File: src/rtl/ps2_host_tx.sv
// Host-to-device PS/2 transmitter: request-to-send, 11-bit frame, device ACK check.
// Drives the open-drain bus through active-high enables (1 = pull line low).
module ps2_host_tx #(
    parameter int CLK_HZ         = 50_000_000,
    parameter int INHIBIT_CYCLES = 5000,
    parameter int TIMEOUT_CYCLES = 750_000
) (
    input  logic       CLK,
    input  logic       RST,
    input  logic       tx_start,
    input  logic [7:0] tx_data,
    input  logic       ps2c_in,
    input  logic       ps2d_in,
    output logic       ps2c_oe,
    output logic       ps2d_oe,
    output logic       ready,
    output logic       busy,
    output logic       done,
    output logic       ack_err,
    output logic       timeout
);

    localparam int CNT_MAX = (INHIBIT_CYCLES > TIMEOUT_CYCLES) ? INHIBIT_CYCLES : TIMEOUT_CYCLES;
    localparam int CW      = $clog2(CNT_MAX + 1);

    // The start bit must overlap the last inhibit cycle, which needs at least two cycles.
    if (CLK_HZ <= 0 || INHIBIT_CYCLES < 2 || TIMEOUT_CYCLES < 1) begin : g_bad_params
        $error("ps2_host_tx: invalid parameters");
    end

    typedef enum logic [2:0] {
        IDLE,
        INHIBIT,
        REQ,
        SEND,
        ACK,
        WAIT_REL
    } state_t;

    state_t        state, state_nx;
    logic [CW-1:0] cnt, cnt_nx;
    logic [9:0]    shift, shift_nx;
    logic [3:0]    bit_idx, bit_idx_nx;
    logic          d_drive, d_drive_nx;

    logic c_s1, c_s2, c_prev;
    logic d_s1, d_s2;
    logic fall;
    logic timed_state;

    // Synchronizers start at 1 (idle bus) so reset never creates a false clock fall.
    always_ff @(posedge CLK) begin
        if (RST) begin
            c_s1   <= 1'b1;
            c_s2   <= 1'b1;
            c_prev <= 1'b1;
            d_s1   <= 1'b1;
            d_s2   <= 1'b1;
        end else begin
            c_s1   <= ps2c_in;
            c_s2   <= c_s1;
            c_prev <= c_s2;
            d_s1   <= ps2d_in;
            d_s2   <= d_s1;
        end
    end

    assign fall = c_prev & ~c_s2;

    always_ff @(posedge CLK) begin
        if (RST) begin
            state   <= IDLE;
            cnt     <= '0;
            shift   <= '0;
            bit_idx <= '0;
            d_drive <= 1'b0;
        end else begin
            state   <= state_nx;
            cnt     <= cnt_nx;
            shift   <= shift_nx;
            bit_idx <= bit_idx_nx;
            d_drive <= d_drive_nx;
        end
    end

    assign timed_state = (state == REQ) || (state == SEND) || (state == ACK) || (state == WAIT_REL);

    always_comb begin
        state_nx   = state;
        cnt_nx     = cnt;
        shift_nx   = shift;
        bit_idx_nx = bit_idx;
        d_drive_nx = d_drive;
        done       = 1'b0;
        ack_err    = 1'b0;
        timeout    = 1'b0;

        if (timed_state && cnt != '0) begin
            cnt_nx = cnt - 1'b1;
        end

        case (state)
            IDLE: begin
                d_drive_nx = 1'b0;
                if (tx_start) begin
                    shift_nx = {1'b1, ~^tx_data, tx_data};
                    cnt_nx   = CW'(INHIBIT_CYCLES);
                    state_nx = INHIBIT;
                end
            end
            INHIBIT: begin
                if (cnt <= CW'(1)) begin
                    d_drive_nx = 1'b1;
                    cnt_nx     = CW'(TIMEOUT_CYCLES);
                    state_nx   = REQ;
                end else begin
                    cnt_nx = cnt - 1'b1;
                end
            end
            REQ: begin
                bit_idx_nx = 4'd0;
                state_nx   = SEND;
            end
            SEND: begin
                if (fall) begin
                    d_drive_nx = ~shift[bit_idx];
                    bit_idx_nx = bit_idx + 4'd1;
                    if (bit_idx == 4'd9) begin
                        state_nx = ACK;
                    end
                end
            end
            ACK: begin
                if (fall) begin
                    if (d_s2) begin
                        ack_err  = 1'b1;
                        state_nx = IDLE;
                    end else begin
                        state_nx = WAIT_REL;
                    end
                end
            end
            WAIT_REL: begin
                if (c_s2 && d_s2) begin
                    done     = 1'b1;
                    state_nx = IDLE;
                end
            end
            default: begin
                state_nx = IDLE;
            end
        endcase

        // A completion or ACK verdict on the expiring cycle takes priority over the timeout.
        if (timed_state && cnt == '0 && !done && !ack_err) begin
            timeout    = 1'b1;
            d_drive_nx = 1'b0;
            state_nx   = IDLE;
        end
    end

    assign ps2c_oe = (state == INHIBIT);
    assign ps2d_oe = ((state == INHIBIT) && (cnt <= CW'(1))) || (d_drive && !timeout);
    assign ready   = (state == IDLE);
    assign busy    = ~ready;

endmodule
File: config.mk
export PLATFORM = sky130hd
export DESIGN_NAME = ps2_host_tx
export DESIGN_NICKNAME = d
export VERILOG_FILES = /design/src/rtl/ps2_host_tx.sv
export SDC_FILE = /design/constraint.sdc
export NUM_CORES = 1
export LEC_CHECK = 0
export BUFFER_PORTS_ARGS = -buffer_cell sky130_fd_sc_hd__buf_2
export CORE_UTILIZATION = 45
export DETAILED_ROUTE_END_ITERATION = 12
export GPL_TIMING_DRIVEN = 0
export PLACE_DENSITY_LB_ADDON = 0.1
export SLEW_MARGIN = 20
export SYNTH_ARGS = -nofsm -noshare
export SYNTH_HDL_FRONTEND = slang
export SYNTH_SLANG_ARGS = --single-unit
File: constraint.sdc
create_clock -name CLK -period 3.9 [get_ports CLK]
set_input_delay 0.39 -clock CLK [delete_from_list [all_inputs] [get_ports CLK]]
set_output_delay 0.39 -clock CLK [all_outputs]
set_load 0.01 [all_outputs]
## Word level (Yosys, flattened, before mapping)

Cells that the tools add are included.
Widths: inputs -> output; s select.

| cells by class | value |
|---|---|
| mux-type cells | 25 |
| $mul | 0 |
| shift operators | 0 |
| reductions and logical operators | 25 |
| bitwise logic cells | 4 |
| add/sub/neg operators | 2 |
| equal/unequal tests | 12 |
| divide/modulo/power cells | 0 |
| $lt $le $gt $ge | 2 |

Operators by type and width:

| operator | count |
|---|---|
| $mux 20 | 3 |
| $pmux 20 s2 | 1 |
| $mux 3 | 7 |
| $le 20x1->1 const B | 1 |
| $logic_not 20->1 | 1 |
| $reduce_bool 20->1 | 1 |
| $sub 20x1->20 const B | 1 |
| $pmux 3 s6 | 1 |
| $mux 1 | 9 |
| $pmux 4 s2 | 1 |
| $reduce_xnor 8->1 | 1 |
| $logic_and 1x1->1 | 7 |
| $eq 3x2->1 const B | 2 |
| $eq 3x3->1 const B | 2 |
| $ne 2x1->1 const B | 3 |
| $ne 2x2->1 const B | 3 |
| $reduce_and 6->1 | 1 |
| $lt 4x5->1 const B | 1 |
| $add 4x1->4 const B | 1 |
| $bmux 1 s4 | 1 |
| $eq 4x4->1 const B | 1 |
| $logic_or 1x1->1 | 4 |
| $mux 4 | 1 |
| $reduce_and 2->1 | 2 |
| other kinds (10) | 14 |

| storage, ports and cells | value |
|---|---|
| bits in latches | 0 |
| memories | 0 |
| input port bits | 13 |
| bits in registers | 43 |
| memory bits (writable) | 0 |
| ROM bits | 0 |

## Depth between registers and ports, before layout

| depth | value |
|---|---|
| depth after elaboration | 11 |
| depth in mapped cells | 8 |

## Worst setup path after synthesis

No wires, ideal clock.

| timing | value |
|---|---|
| path type | flip-flop to output port |
| start point | reg cnt[11] |
| end point | out ps2d_oe |
| cell stages (with the launch flop) | 6 |
| path buffers | 0 |
| arrival time | 1,777 ps |
| required time | 3,510 ps |
| slack | 1,733 ps |
| cells stage by stage | dfxtp_1 > nor4_2 > nand3_1 > or3_1 > nor3_1 > o21ai_0 |

| between the ends | value |
|---|---|
| word-level cells in the longest chain between the ends | 8 |
| elaborated cells on any way between the ends | 10 |
| those cells by class | order compare: 1; mux: 1; reduce/logical: 8 |

RTL lines:

| element | line | text |
|---|---|---|
| start: declaration | 41 | `logic [CW-1:0] cnt, cnt_nx;` |
| start signal: assignment | 79 | `cnt <= cnt_nx;` |
| $logic_not 20->1 | 155 | `if (timed_state && cnt == '0 && !done && !ack_err) begin` |
| $logic_and 1x1->1 (3 in a row) | 155 |  |
| $mux 1 | 155 |  |
| net timeout | 20 | `output logic timeout` |
| $logic_not 1->1 | 163 | `assign ps2d_oe = ((state == INHIBIT) && (cnt <= CW'(1))) \|\| (d_drive && !timeout);` |
| $logic_and 1x1->1 | 163 |  |
| $logic_or 1x1->1 | 163 |  |
| end: declaration | 15 | `output logic ps2d_oe,` |

The timed path passes the listed nets, and every way through them passes these cells.

## Worst setup path in the final report

| timing | value |
|---|---|
| start point | reg cnt[11] |
| end point | out ps2d_oe |

| between the ends | value |
|---|---|
| word-level cells in the longest chain between the ends | 8 |
| elaborated cells on any way between the ends | 10 |
| those cells by class | order compare: 1; mux: 1; reduce/logical: 8 |

RTL lines:

| element | line |
|---|---|
| parallel branches: the longest is 7 deep, another holds $le 20x1->1 | - |
| $logic_or 1x1->1 (*) | 163 |

Every way passes the cells marked *.

==> key figures <==
Timing
  • Final TNS setup: 0 ns
  • Hold Worst Slack: 0.263 ns
  • Worst-Margin Slew: 0.628 ns
  • Final Skew: 0.00422 ns
  • Final Hold Viols: 0
  • Period utilization: 68.8%
  • Fmax: 373 MHz
  • # setup viols final: 0
  • Slew headroom: 57.8%
  • Crit path time final: 2.68 ns
  • Max Slew Vio Count: 0
  • Unrepaired setup endpoints after global routing: no

Finish
  • Most common cell after layout, fill and taps aside: nand2_1
  • Synthesis-to-finish area growth: 10.4%
  • Diode count: 0
  • Fin area: 2860 um^2
  • Final #Nets: 372
  • Post-route insts no fill: 427
  • Most frequent cells in the layout: nand2_1, dfxtp_1, a21oi_1
  • Ratio of cells with drive above 1 in the final layout: 15.8%

Logic synthesis
  • Post-synthesis sequential area ratio: 33.3%
  • Cell area after synthesis: 2590 um^2
  • Ys async rst share: 0%
  • Synth warn: 0
  • Post-synth EDFFs: 0
  • Synth unique cells: 58
  • Syn Nets: 347
  • Syn Area/Cell: 7.87 um^2
  • Cells after synthesis: 329
  • Primary FF master, synth: dfxtp_1
  • FF+latch count, synth: 43

Critical path
  • Worst-path fanout max: 6
  • Crit path max-delay cell type: nor4_2
  • Largest delay contributor family on the critical path: simple AND/OR/NAND/NOR gates
  • Critical path class: reg2out
  • R2R setup slack: 1.46 ns
  • Arr. time, crit path: 2.29 ns
  • Critical path capture point type: output port
  • Crit-path max cell delay: 0.56 ns
  • CP Cell Sequence: nor4_2, nand3_1, or3_1, nor3_1, o21ai_0, buf_2
  • Critical Path RT: 3.51 ns
  • Startpoint Class: register
  • Buf+Inv Stages, Crit Path: 1

Route
  • Vias: 2,472
  • Via density: 5.79
  • Wire length per cell: 15.7 um
  • DRC: 0
  • Total routed wirelength: 6.71 mm
  • DRT Pass-1 Iters: 4
  • 1st-iter DRT viols: 133
  • Antenna viol nets, final: 0

Clocking
  • CTS clk-pin slew, worst paths: 0.09 ns
  • H-tree depth: 2
  • Post-CTS Resized: 0
  • Post-CTS Hold Buffers: 0
  • Worst-Skew Late Latency: 0.30 ns
  • Clk sink count: 43
  • Bufs on Longest Clock Path: 2
  • Post-CTS setup buffers: 0
  • Clock buffer count from CTS: 5
  • Clock root cell: clkbuf_8
  • TritonCTS clock tree: done

Global route
  • Global-route wire length before repair: 11.2 mm
  • Grt total ovfl: 0
  • Pin count of the biggest net entering global routing: 15
  • Tot GR Track Use: 23.6%
  • Antenna violations before repair: 0
  • Vias in the first global route: 2,279

Outcome
  • Run status: complete, no violations

Min path
  • Type of the worst min-delay path: in2reg

Power and ir drop
  • Pwr dens: 769 nW/um^2
  • Leakage: 0.00102 uW
  • Peak VDD IR: 0.331 mV
  • Tot Pwr: 2200 uW

Floorplan
  • Die area: 6060 um^2
  • Core ar.: 5540 um^2
  • FP Rows: 27
  • Initial core utilization: 46.7%
  • I/O Pins: 20
  • Die Width: 77.8 um
  • Die height: 77.8 um

Placed design
  • Post-Place Cell Area: 2770 um^2
  • IO buf count: 18
  • GP Congestion: 0.910
  • Post-DP HPWL: 4.93 mm
  • Placed Cells: 419

Job
  • Number of max-cap violations: 0
## worst reg2reg max path, stage by stage, from the launching register on
cell and delay, ns:
dfxtp_1 0.37, nor4_2 0.56, nand3_2 0.24, nor4_2 0.56, nor2_1 0.29, a21oi_1 0.22, o32ai_1 0.10
## layer usage
| layer | vias to the layer above | wire length [um] | track usage [%] |
|---|---|---|---|
| met2 | 55 | 2990 | 34.8 |
| met3 | 6 | 305 | 3.53 |
| li1 | 1228 | - | - |
| met4 | 0 | 74 | 7.17 |
| met1 | 1183 | 3340 | 34.9 |
| met5 | - | 0 | 0 |
## final timing paths
path / cells after the start / to / start
setup / recovery: 6 / ps2d_oe / cnt[11]$_SDFF_PP0_
hold reg to reg: 1 / d_s2$_SDFF_PP1_ / d_s1$_SDFF_PP1_
hold / removal: 2 / c_s1$_SDFF_PP1_ / ps2c_in
setup reg to reg: 6 / cnt[11]$_SDFF_PP0_ / cnt[11]$_SDFF_PP0_
## flip-flops by register name, summed over array words and instances, names as in the netlist
register  count
cnt          20
shift        10
c_prev        1
d_s1          1
state         3
d_s2          1
c_s2          1
d_drive       1
c_s1          1
bit_idx       4
## synthesized netlist by cell type (3+ instances only)
cell type  instances  area, um^2
a22oi_1            4        30.0
or2_2              6        37.5
nor4_1             3        18.8
o211ai_1           3        22.5
nor2_1            23        86.3
xnor2_1           10        87.6
nor3_1            16        80.1
clkbuf_1          12        45.0
nand3_1            9        45.0
nand4_1            4        25.0
o21ai_0           17        85.1
ha_1               5        62.6
nand2b_1           7        43.8
and2_1             4        25.0
nand2_1           44         165
xor2_1             3        26.3
mux2i_1            4        40.0
o31ai_1            3        22.5
a31oi_1            5        31.3
dfxtp_1           43         861
a21oi_1           31         155
and3_1             6        37.5
nor4_2             3        37.5
inv_1             14        52.6
## stage by stage
| step | worst slack [ns] | util (%) |
|---|---|---|
| after detailed placement | 1.46 | 50.0 |
| after global placement | 1.49 | 50.0 |
| after floorplan | 1.73 | - |
| after global routing | 1.07 | 51.6 |
| final | 1.22 | 51.6 |
| after CTS | 1.22 | 51.6 |
## report_power, final
| part | internal [uW] | leakage [uW] | switching (uW) | total (uW) |
|---|---|---|---|---|
| clock | 125 | 0.0000402 | 163 | 287 |
| sequential | 550 | 0.000352 | 121 | 671 |
| combinational | 469 | 0.000630 | 769 | 1240 |
| total | 1140 | 0.00102 | 1050 | 2200 |
## cells by family after synthesis
group / Yosys count / synth area share [%]
multiplexers: 8 / 4.16
AO/OA/AOI/OAI: 87 / 21.7
adder cells (fa/ha/maj): 5 / 2.42
XOR/XNOR: 13 / 4.40
AND/OR/NAND/NOR: 143 / 29.5
buffers and inverters: 30 / 4.59
flip-flops: 43 / 33.3
## layout make-up
cell class	count	area, um^2
Fill cell	566	2680
Tap cell	72	90.1
Clock inverter	3	20.0
Sequential cell	43	861
Inverter	15	56.3
Multi-Input combinational cell	256	1610
Timing Repair Buffer	18	90.1
Buffer	15	62.6
Clock buffer	5	68.8
(Power assumes the default switching activity.)
